$ cat src/rtl/uart_pkg.sv
// uart_pkg: shared constants, FSM state type and baud-divisor helper for the
// UART transmitter.
package uart_pkg;

    // Parity modes.
    localparam int PAR_NONE = 0;
    localparam int PAR_ODD  = 1;
    localparam int PAR_EVEN = 2;

    // Transmit FSM states.
    typedef enum logic [2:0] {
        ST_IDLE,
        ST_START,
        ST_DATA,
        ST_PAR,
        ST_STOP
    } tx_state_e;

    // Clock cycles per bit. Integer division truncates the same way the
    // board-level baud tables do.
    function automatic int calc_baud_div(input int clk_freq, input int baud_rate);
        return clk_freq / baud_rate;
    endfunction

endpackage

$ cat src/rtl/uart_tx_frame_if.sv
// uart_tx_frame_if: valid/ready word handshake into the UART transmitter.
// The master pushes words, the slave (transmitter) signals when it can take one.
interface uart_tx_frame_if #(
    parameter int DATA_BITS = 8
);
    logic [DATA_BITS-1:0] tx_data;
    logic                 tx_valid;
    logic                 tx_ready;

    modport master (
        output tx_data,
        output tx_valid,
        input  tx_ready
    );

    modport slave (
        input  tx_data,
        input  tx_valid,
        output tx_ready
    );
endinterface

$ cat src/rtl/uart_tx_fifo.sv
// uart_tx_fifo: synchronous first-word-fall-through FIFO with wrap-bit
// pointers. Only built when UART_TX_FIFO_EN is defined; without it the
// transmitter uses a single holding register instead.
`ifdef UART_TX_FIFO_EN
module uart_tx_fifo #(
    parameter int WIDTH = 8,
    parameter int DEPTH = 16
) (
    input  logic             clk_i,
    input  logic             rst_n_i,
    input  logic             push_i,
    input  logic [WIDTH-1:0] din_i,
    input  logic             pop_i,
    output logic [WIDTH-1:0] dout_o,
    output logic             full_o,
    output logic             empty_o
);
    localparam int AW = $clog2(DEPTH);

    logic [WIDTH-1:0] mem_q [DEPTH];
    logic [AW:0]      wr_ptr_q, wr_ptr_d;
    logic [AW:0]      rd_ptr_q, rd_ptr_d;

    // Pointer advance; the caller never pushes when full nor pops when empty.
    always_comb begin
        // NOTE: every always_comb output gets a default first so no path leaves it unassigned (no latch).
        wr_ptr_d = wr_ptr_q;
        rd_ptr_d = rd_ptr_q;
        if (push_i) wr_ptr_d = wr_ptr_q + 1'b1;
        if (pop_i)  rd_ptr_d = rd_ptr_q + 1'b1;
    end

    // Pointer registers with synchronous reset.
    always_ff @(posedge clk_i) begin
        // NOTE: sequential state uses non-blocking (<=) so all flops update together at the edge.
        if (!rst_n_i) begin
            wr_ptr_q <= '0;
            rd_ptr_q <= '0;
        end else begin
            wr_ptr_q <= wr_ptr_d;
            rd_ptr_q <= rd_ptr_d;
        end
    end

    // Storage write port.
    always_ff @(posedge clk_i) begin
        // NOTE: storage has no reset; empty/full come from the pointers, so stale contents are never read.
        if (push_i) mem_q[wr_ptr_q[AW-1:0]] <= din_i;
    end

    assign dout_o  = mem_q[rd_ptr_q[AW-1:0]];
    assign empty_o = (wr_ptr_q == rd_ptr_q);
    assign full_o  = (wr_ptr_q[AW] != rd_ptr_q[AW]) &&
                     (wr_ptr_q[AW-1:0] == rd_ptr_q[AW-1:0]);
endmodule
`endif

$ cat src/rtl/uart_tx_frame.sv
// uart_tx_frame: parametrised UART transmitter (start, DATA_BITS LSB first,
// optional parity, STOP_BITS stop bits) with a valid/ready input and
// zero-gap back-to-back frames. Define UART_TX_FIFO_EN to buffer words in a
// FIFO_DEPTH-entry FIFO; otherwise a single holding register is used.
module uart_tx_frame
    import uart_pkg::*;
#(
    parameter int CLK_FREQ   = 50_000_000,
    parameter int BAUD_RATE  = 115200,
    parameter int DATA_BITS  = 8,
    parameter int PARITY     = PAR_NONE,
    parameter int STOP_BITS  = 1,
    parameter int FIFO_DEPTH = 16
) (
    input  logic           sys_clk,
    input  logic           sys_rst_n,
    uart_tx_frame_if.slave tx_if,
    output logic           txd,
    output logic           tx_busy
);
    localparam int BAUD_DIV = calc_baud_div(CLK_FREQ, BAUD_RATE);
    localparam int CNT_W    = (BAUD_DIV > 2) ? $clog2(BAUD_DIV) : 1;

    // Reject configurations the datapath cannot represent. The FIFO depth is
    // validated in both builds so flipping the FIFO option never surprises.
    generate
        if (BAUD_DIV < 2) begin : g_err_baud
            $error("uart_tx_frame: CLK_FREQ/BAUD_RATE must be >= 2");
        end
        if (DATA_BITS < 5 || DATA_BITS > 9) begin : g_err_data
            $error("uart_tx_frame: DATA_BITS must be 5..9");
        end
        if (STOP_BITS < 1 || STOP_BITS > 2) begin : g_err_stop
            $error("uart_tx_frame: STOP_BITS must be 1..2");
        end
        if (PARITY < PAR_NONE || PARITY > PAR_EVEN) begin : g_err_par
            $error("uart_tx_frame: PARITY must be 0, 1 or 2");
        end
        if (FIFO_DEPTH < 2 || (FIFO_DEPTH & (FIFO_DEPTH - 1)) != 0) begin : g_err_depth
            $error("uart_tx_frame: FIFO_DEPTH must be a power of two >= 2");
        end
    endgenerate

    // Word buffer between the handshake and the shifter.
    logic                 push;
    logic                 pop;
    logic                 buf_empty;
    logic                 buf_full;
    logic [DATA_BITS-1:0] buf_data;

    assign tx_if.tx_ready = !buf_full && sys_rst_n;
    assign push           = tx_if.tx_valid && tx_if.tx_ready;

`ifdef UART_TX_FIFO_EN
    uart_tx_fifo #(
        .WIDTH (DATA_BITS),
        .DEPTH (FIFO_DEPTH)
    ) u_fifo (
        .clk_i   (sys_clk),
        .rst_n_i (sys_rst_n),
        .push_i  (push),
        .din_i   (tx_if.tx_data),
        .pop_i   (pop),
        .dout_o  (buf_data),
        .full_o  (buf_full),
        .empty_o (buf_empty)
    );
`else
    logic                 hold_valid_q;
    logic                 hold_valid_d;
    logic [DATA_BITS-1:0] hold_data_q;

    // Holding-register occupancy: set on accept, cleared on pop. A full
    // register blocks accepts, so both never coincide here.
    always_comb begin
        hold_valid_d = hold_valid_q;
        if (push)     hold_valid_d = 1'b1;
        else if (pop) hold_valid_d = 1'b0;
    end

    // Occupancy flag with synchronous reset.
    always_ff @(posedge sys_clk) begin
        if (!sys_rst_n) hold_valid_q <= 1'b0;
        else            hold_valid_q <= hold_valid_d;
    end

    // Captured word; only read while the occupancy flag is set.
    always_ff @(posedge sys_clk) begin
        if (push) hold_data_q <= tx_if.tx_data;
    end

    assign buf_data  = hold_data_q;
    assign buf_full  = hold_valid_q;
    assign buf_empty = !hold_valid_q;
`endif

    // Transmit FSM and datapath registers.
    tx_state_e            state_q, state_d;
    logic [CNT_W-1:0]     baud_cnt_q, baud_cnt_d;
    logic [3:0]           bit_cnt_q, bit_cnt_d;
    logic [DATA_BITS-1:0] shift_q, shift_d;
    logic                 par_q, par_d;
    logic                 txd_q, txd_d;
    logic                 bit_end;

    assign bit_end = (baud_cnt_q == CNT_W'(BAUD_DIV - 1));

    // Next state, counters, shifter and the registered line value.
    always_comb begin
        state_d    = state_q;
        baud_cnt_d = baud_cnt_q;
        bit_cnt_d  = bit_cnt_q;
        shift_d    = shift_q;
        par_d      = par_q;
        pop        = 1'b0;

        case (state_q)
            ST_IDLE: begin
                baud_cnt_d = '0;
                bit_cnt_d  = '0;
                if (!buf_empty) begin
                    pop     = 1'b1;
                    shift_d = buf_data;
                    par_d   = (^buf_data) ^ (PARITY == PAR_ODD);
                    state_d = ST_START;
                end
            end
            ST_START: begin
                if (bit_end) begin
                    baud_cnt_d = '0;
                    bit_cnt_d  = '0;
                    state_d    = ST_DATA;
                end else begin
                    baud_cnt_d = baud_cnt_q + 1'b1;
                end
            end
            ST_DATA: begin
                if (bit_end) begin
                    baud_cnt_d = '0;
                    shift_d    = shift_q >> 1;
                    if (bit_cnt_q == 4'(DATA_BITS - 1)) begin
                        bit_cnt_d = '0;
                        state_d   = (PARITY != PAR_NONE) ? ST_PAR : ST_STOP;
                    end else begin
                        bit_cnt_d = bit_cnt_q + 1'b1;
                    end
                end else begin
                    baud_cnt_d = baud_cnt_q + 1'b1;
                end
            end
            ST_PAR: begin
                if (bit_end) begin
                    baud_cnt_d = '0;
                    bit_cnt_d  = '0;
                    state_d    = ST_STOP;
                end else begin
                    baud_cnt_d = baud_cnt_q + 1'b1;
                end
            end
            ST_STOP: begin
                if (bit_end) begin
                    baud_cnt_d = '0;
                    if (bit_cnt_q == 4'(STOP_BITS - 1)) begin
                        // Last cycle of the last stop bit: chain straight into
                        // the next start bit when a word is waiting.
                        bit_cnt_d = '0;
                        if (!buf_empty) begin
                            pop     = 1'b1;
                            shift_d = buf_data;
                            par_d   = (^buf_data) ^ (PARITY == PAR_ODD);
                            state_d = ST_START;
                        end else begin
                            state_d = ST_IDLE;
                        end
                    end else begin
                        bit_cnt_d = bit_cnt_q + 1'b1;
                    end
                end else begin
                    baud_cnt_d = baud_cnt_q + 1'b1;
                end
            end
            default: state_d = ST_IDLE;
        endcase

        // Line value for the state being entered, so txd is a clean flop.
        case (state_d)
            ST_START: txd_d = 1'b0;
            ST_DATA:  txd_d = shift_d[0];
            ST_PAR:   txd_d = par_d;
            default:  txd_d = 1'b1;
        endcase
    end

    // State register; reset aborts any frame and forces the line idle.
    always_ff @(posedge sys_clk) begin
        if (!sys_rst_n) begin
            state_q    <= ST_IDLE;
            baud_cnt_q <= '0;
            bit_cnt_q  <= '0;
            shift_q    <= '0;
            par_q      <= 1'b0;
            txd_q      <= 1'b1;
        end else begin
            state_q    <= state_d;
            baud_cnt_q <= baud_cnt_d;
            bit_cnt_q  <= bit_cnt_d;
            shift_q    <= shift_d;
            par_q      <= par_d;
            txd_q      <= txd_d;
        end
    end

    assign txd     = txd_q;
    assign tx_busy = (state_q != ST_IDLE) || !buf_empty;

endmodule

$ cat src/flat_wrapper.sv
// flat-port wrapper written by rule: the top's interface ports become plain ports
module uart_tx_frame_flat import uart_pkg::*;
#(
    parameter int CLK_FREQ   = 50_000_000,
    parameter int BAUD_RATE  = 115200,
    parameter int DATA_BITS  = 8,
    parameter int PARITY     = PAR_NONE,
    parameter int STOP_BITS  = 1,
    parameter int FIFO_DEPTH = 16
)
  (sys_clk, sys_rst_n, txd, tx_busy, tx_if_tx_data, tx_if_tx_valid, tx_if_tx_ready);
  uart_tx_frame_if #(.DATA_BITS(DATA_BITS)) tx_if_i ();
  input  logic sys_clk;
  input  logic sys_rst_n;
  output logic txd;
  output logic tx_busy;
  input wire logic [$bits(tx_if_i.tx_data)-1:0] tx_if_tx_data;
  input wire logic [$bits(tx_if_i.tx_valid)-1:0] tx_if_tx_valid;
  output wire logic [$bits(tx_if_i.tx_ready)-1:0] tx_if_tx_ready;
  assign tx_if_i.tx_data = tx_if_tx_data;
  assign tx_if_i.tx_valid = tx_if_tx_valid;
  assign tx_if_tx_ready = tx_if_i.tx_ready;
  uart_tx_frame #(.CLK_FREQ(CLK_FREQ), .BAUD_RATE(BAUD_RATE), .DATA_BITS(DATA_BITS), .PARITY(PARITY), .STOP_BITS(STOP_BITS), .FIFO_DEPTH(FIFO_DEPTH)) u_core (.sys_clk(sys_clk), .sys_rst_n(sys_rst_n), .tx_if(tx_if_i), .txd(txd), .tx_busy(tx_busy));
endmodule
$ cat config.mk
export PLATFORM = sky130hd
export DESIGN_NAME = uart_tx_frame_flat
export DESIGN_NICKNAME = d
export VERILOG_FILES = /design/src/rtl/uart_pkg.sv /design/src/rtl/uart_tx_frame_if.sv /design/src/rtl/uart_tx_fifo.sv /design/src/rtl/uart_tx_frame.sv /design/src/flat_wrapper.sv
export SDC_FILE = /design/constraint.sdc
export NUM_CORES = 1
export LEC_CHECK = 0
export BUFFER_PORTS_ARGS = -buffer_cell sky130_fd_sc_hd__buf_2
export CAP_MARGIN = 20
export CORE_MARGIN = 2
export CORE_UTILIZATION = 53
export DETAILED_ROUTE_END_ITERATION = 8
export GPL_TIMING_DRIVEN = 0
export PLACE_DENSITY = 0.72
export SETUP_SLACK_MARGIN = 0.02
export SLEW_MARGIN = 20
export SYNTH_ARGS = -nofsm -noshare
export SYNTH_HDL_FRONTEND = slang
export SYNTH_SLANG_ARGS = --single-unit
$ cat constraint.sdc
create_clock -name sys_clk -period 2.7 [get_ports sys_clk]
set_clock_uncertainty 0.05 [all_clocks]
set_input_delay 0.54 -clock sys_clk [delete_from_list [all_inputs] [get_ports sys_clk]]
set_output_delay 0.54 -clock sys_clk [all_outputs]
set_load 0.03 [all_outputs]
* Word-level counts from Yosys, hierarchy flattened
Cells that the tools add are included.
** Storage, ports and cells
- Flip-flop bits (word level) :: 35
- Input bits :: 11
- Output and inout port bits :: 3
- Word-level logic and storage cells :: 73
** Operators by class
- Equal/unequal tests :: 13
- $add $sub $neg :: 2
- Reductions and logical operators :: 16
- Mux-type cells :: 33
** Operators with widths (number)
- $mux W8 :: 4
- $pmux W8 S3 :: 1
- $mux W3 :: 7
- $mux W4 :: 5
- $pmux W9 S2 :: 1
- $pmux W4 S4 :: 1
- $pmux W3 S5 :: 1
- $eq A3 B2 Y1 const B :: 4
- $add A9 B1 Y9 const B :: 1
- $eq A9 B9 Y1 const B :: 1
- $mux W1 :: 9
- $mux W9 :: 1
- $ne A2 B1 Y1 const B :: 4
- $reduce_and A4 Y1 :: 2
- $reduce_xor A8 Y1 :: 1
- $eq A3 B1 Y1 const B :: 2
- $reduce_bool A3 Y1 :: 2
- $add A4 B1 Y4 const B :: 1
- $eq A4 B3 Y1 const B :: 1
- $logic_not A4 Y1 :: 1
- $pmux W1 S2 :: 2
- $reduce_bool A2 Y1 :: 2
- $reduce_bool A4 Y1 :: 1
- $reduce_or A4 Y1 :: 1
- other kinds (7) :: 8

* Depth between registers and ports, before layout
- Depth after elaboration :: 6
- Gate-level depth with buffers :: 8
- Gate-level depth less buffers :: 7

* Worst setup path after synthesis
No wires, ideal clock.
- Kind :: reg2reg
- Start point :: register u_core.baud_cnt_q[0]
- End point :: register u_core.bit_cnt_q[2]
- Data required time :: 2580 ps
- Stages on the path, launching flop included :: 7
- Data arrival time :: 1810 ps
- Clock period less this slack :: 1930 ps
- Setup time :: 70 ps
- Buffers on the path :: 0
- Setup slack :: 770 ps
- Cells stage by stage :: dfxtp_1 -> ha_1 -> and4b_1 -> nand2_2 -> maj3_2 -> or4_1 -> a21boi_1
** On the way
- Longest elaborated chain between the ends :: 3
- Elaborated cells on any way between the ends :: 5
- Those cells by class :: eq/ne (4); reduce/logical (1)
** RTL lines
- from (decl) :: line uart_tx_frame.sv:99 : logic [CNT_W-1:0] baud_cnt_q, baud_cnt_d;
- from (signal assigned) :: line uart_tx_frame.sv:205 : baud_cnt_q <= baud_cnt_d;
- $eq A9 B9 Y1 (*) :: line uart_tx_frame.sv:106 : assign bit_end = (baud_cnt_q == CNT_W'(BAUD_DIV - 1));
- $ne A2 B1 Y1 (no line)
- $reduce_and A4 Y1 (no line) (*)
- to (signal assigned) :: line uart_tx_frame.sv:206 : bit_cnt_q <= bit_cnt_d;
- to (decl) :: line uart_tx_frame.sv:100 : logic [3:0] bit_cnt_q, bit_cnt_d;
Mark *: on every way between the ends. The rest lies on a longest branch, timed or not.
A chain may end at the register's enable or synchronous reset.

* Worst setup path after layout
- Start point :: register u_core.bit_cnt_q[0]
- End point :: register u_core.shift_q[6]
** On the way
- Longest elaborated chain between the ends :: 3
** RTL lines
- $logic_not A4 Y1 :: line uart_tx_frame.sv:163 : if (bit_cnt_q == 4'(STOP_BITS - 1)) begin
- $ne A2 B1 Y1 (no line)
- $reduce_and A4 Y1 (no line)
- to (signal assigned) :: line uart_tx_frame.sv:207 : shift_q <= shift_d;
- to (decl) :: line uart_tx_frame.sv:101 : logic [DATA_BITS-1:0] shift_q, shift_d;
Every way passes these cells.

==> results.json <==
{
  "cts-root-buf": "clkbuf_4",
  "p_sw_mw": 0.234,
  "ys_seq_area_share_pct": 47.8,
  "max-vdd-ir-drop_uv": 353,
  "syn-cell-area_um2": 1630,
  "leakage_nw": 0.646,
  "drc_errors": 0,
  "synth_edf_count": 8,
  "portBuffers": 13,
  "drive_gt1_share_pct": 13.1,
  "setup_viol": 0,
  "yosysUniqueCellTypes": 45,
  "grt_max_degree": 11,
  "rows": 20,
  "hpwlAfterDp_mm": 2.15,
  "die_area_um2": 3540,
  "avgSynthCellArea_um2": 10.0,
  "wirelength_mm": 2.95,
  "grt_overflow_total": 0,
  "dr.pass1.iters": 4,
  "place_congestion": 0.786,
  "required_ns": 2.92,
  "via_count": 1256,
  "mostFrequentLayoutCell": "dfxtp_1",
  "diodes": 0,
  "pre_cts_ws_ns": 0.455,
  "clock_path_buffers": 2,
  "wl_per_cell_um": 13.6,
  "finalMaxSlewViolations": 0,
  "max_freq_mhz": 440,
  "ys_ff_latch": 35,
  "core_um2": 3000,
  "grt_pass1_wl_mm": 5.01,
  "grt_pass1_vias": 1143,
  "ys_async_sr_fraction_pct": 0,
  "power.share.clock_pct": 27.8,
  "ctsResizeCount": 0,
  "final.setup.tns_ns": 0,
  "track_usage_pct": 19.3,
  "clock_latency_ns": 0.33,
  "yosys_warnings": 0,
  "start_kind": "flop",
  "slew_headroom_pct": 46.5,
  "drtIter0Drc": 70,
  "p_int_mw": 0.692,
  "via_per_inst": 5.81,
  "fin_crit_sh_pct": 84.1,
  "antenna_found_initial": 0,
  "power_density_nw_per_um2": 519,
  "setup_ws_ns": 0.428,
  "layout.nets": 198,
  "ctsHoldBuffers": 0,
  "worstMarginPinSlew_ns": 0.797,
  "cts.sinks": 35,
  "ys.flop_type": "dfxtp_1",
  "cts_htree_levels": 2,
  "max_cap_viol_count": 0,
  "endpoint_kind": "flop",
  "critical_path_class": "reg -> reg",
  "ant_nets": 0,
  "hold_viol_final": 0,
  "rsz0062_at_grt": "no",
  "cts_buffers": 5,
  "post_cts_buffers": 0,
  "start_util_pct": 54.4,
  "critPathMaxFanout": 10,
  "postSynthNetCount": 178,
  "status": "completed",
  "sw_frac_of_total_pct": 25.3,
  "syn_to_final_growth_pct": 9.35,
  "sequentialPowerShare_pct": 61.3,
  "postSynthCellCount": 163,
  "critPathArrivalTime_ns": 2.49,
  "hold_class": "in -> reg",
  "ios": 14,
  "pwr-share-comb_pct": 10.9,
  "fin_crit_ns": 2.27,
  "layout_common_cells": "27 x dfxtp_1, 13 x nor2_1, 13 x buf_2",
  "power_mw": 0.926,
  "clkTransAtPathRegs_ns": 0.10,
  "die_h_um": 59.5,
  "cts_tree": "built",
  "die_x_um": 59.5
}
sequential cells by signal (all words and copies together) (netlist names):
signal and flops:
u_core.par_q 1, u_core.txd 1, u_core.buf_data 8, u_core.state_q 3, u_core.shift_q 8, u_core.baud_cnt_q 9
u_core.bit_cnt_q 4, u_core.buf_full 1
routing by layer:
metal | track usage [%] | up-vias | part of all wire (%)
met5 | 0 | - | 0
met4 | 7.30 | 0 | 1.5
met3 | 6.77 | 5 | 4.7
met2 | 30.9 | 27 | 48
met1 | 23.8 | 585 | 46
li1 | - | 639 | -
critical path: stages (launching register included):
cell and delay, ns:
dfxtp_1 0.35, inv_1 0.09, ha_1 0.16, nor3b_1 0.42, nand3_1 0.19, a21oi_1 0.27, clkbuf_1 0.37, a222oi_1 0.16
nor2b_1 0.15
synthesized netlist by cell type (2+ instances only):
master,number,area (um^2)
or4_1,2,15.0
and2_1,3,18.8
a21boi_1,3,22.5
nand2b_1,3,18.8
inv_1,5,18.8
nand4_1,2,12.5
clkbuf_1,5,18.8
ha_1,4,50.1
dfxtp_1,27,541
nor3b_1,3,22.5
and3_1,3,18.8
o21ai_0,4,20.0
a21oi_1,3,15.0
xor2_1,7,61.3
nor2_1,13,48.8
nand2_1,9,33.8
nor2b_1,9,56.3
a222oi_1,7,70.1
nand3_1,6,30.0
nor3_1,2,10.0
a21boi_0,3,22.5
nand3b_1,3,22.5
xnor2_1,8,70.1
edfxtp_1,8,240
stage by stage:
step | std cells | hold WS, ns | utilization, % | instance area [um^2]
2_1_floorplan | 163 | 0.411 | - | 1630
3_3_place_gp | 209 | 0.425 | 57.9 | 1740
3_5_place_dp | 209 | 0.441 | 57.9 | 1740
4_1_cts | 216 | 0.317 | 59.5 | 1790
5_1_grt | 216 | 0.302 | 59.5 | 1790
6_report | 216 | 0.327 | 59.5 | 1790
worst paths after layout:
kind                                                       start                                to  slack, ns  cells after the start
worst min register to register  u_core.bit_cnt_q[1]$_SDFFE_PN0P_  u_core.bit_cnt_q[1]$_SDFFE_PN0P_       0.45                      2
worst min-delay path                            tx_if_tx_data[6]      u_core.buf_data[6]$_DFFE_PP_       0.33                      1
worst max-delay path            u_core.bit_cnt_q[0]$_SDFFE_PN0P_    u_core.shift_q[6]$_SDFFE_PN0P_       0.43                      8
worst max register to register  u_core.bit_cnt_q[0]$_SDFFE_PN0P_    u_core.shift_q[6]$_SDFFE_PN0P_       0.43                      8
layout make-up:
type	instances	area, um^2
tap	33	41.3
buffer	5	18.8
fill	276	1220
inverter	5	18.8
multi-input combinational	118	815
clock inverter	2	8.76
timing repair buffer	13	65.1
clock buffer	5	37.5
sequential	35	781
kinds of logic after synthesis:
family	Yosys count	synth area share (%)
AND/OR/NAND/NOR	67	23.6
AO/OA/AOI/OAI	31	14.5
buffers and inverters	10	2.30
adder cells (fa/ha/maj)	5	3.75
XOR/XNOR	15	8.05
flip-flops	35	47.8
power groups by stage:
stage / combinational (mW) / sequential (mW) / clock (mW)
CTS: 0.102 / 0.567 / 0.266
detailed placement: 0.102 / 0.579 / 0
finish: 0.101 / 0.567 / 0.258
global route: 0.114 / 0.570 / 0.286
global placement: 0.0992 / 0.579 / 0
floorplan: 0.0736 / 0.579 / 0
(Power assumes the default switching activity.)
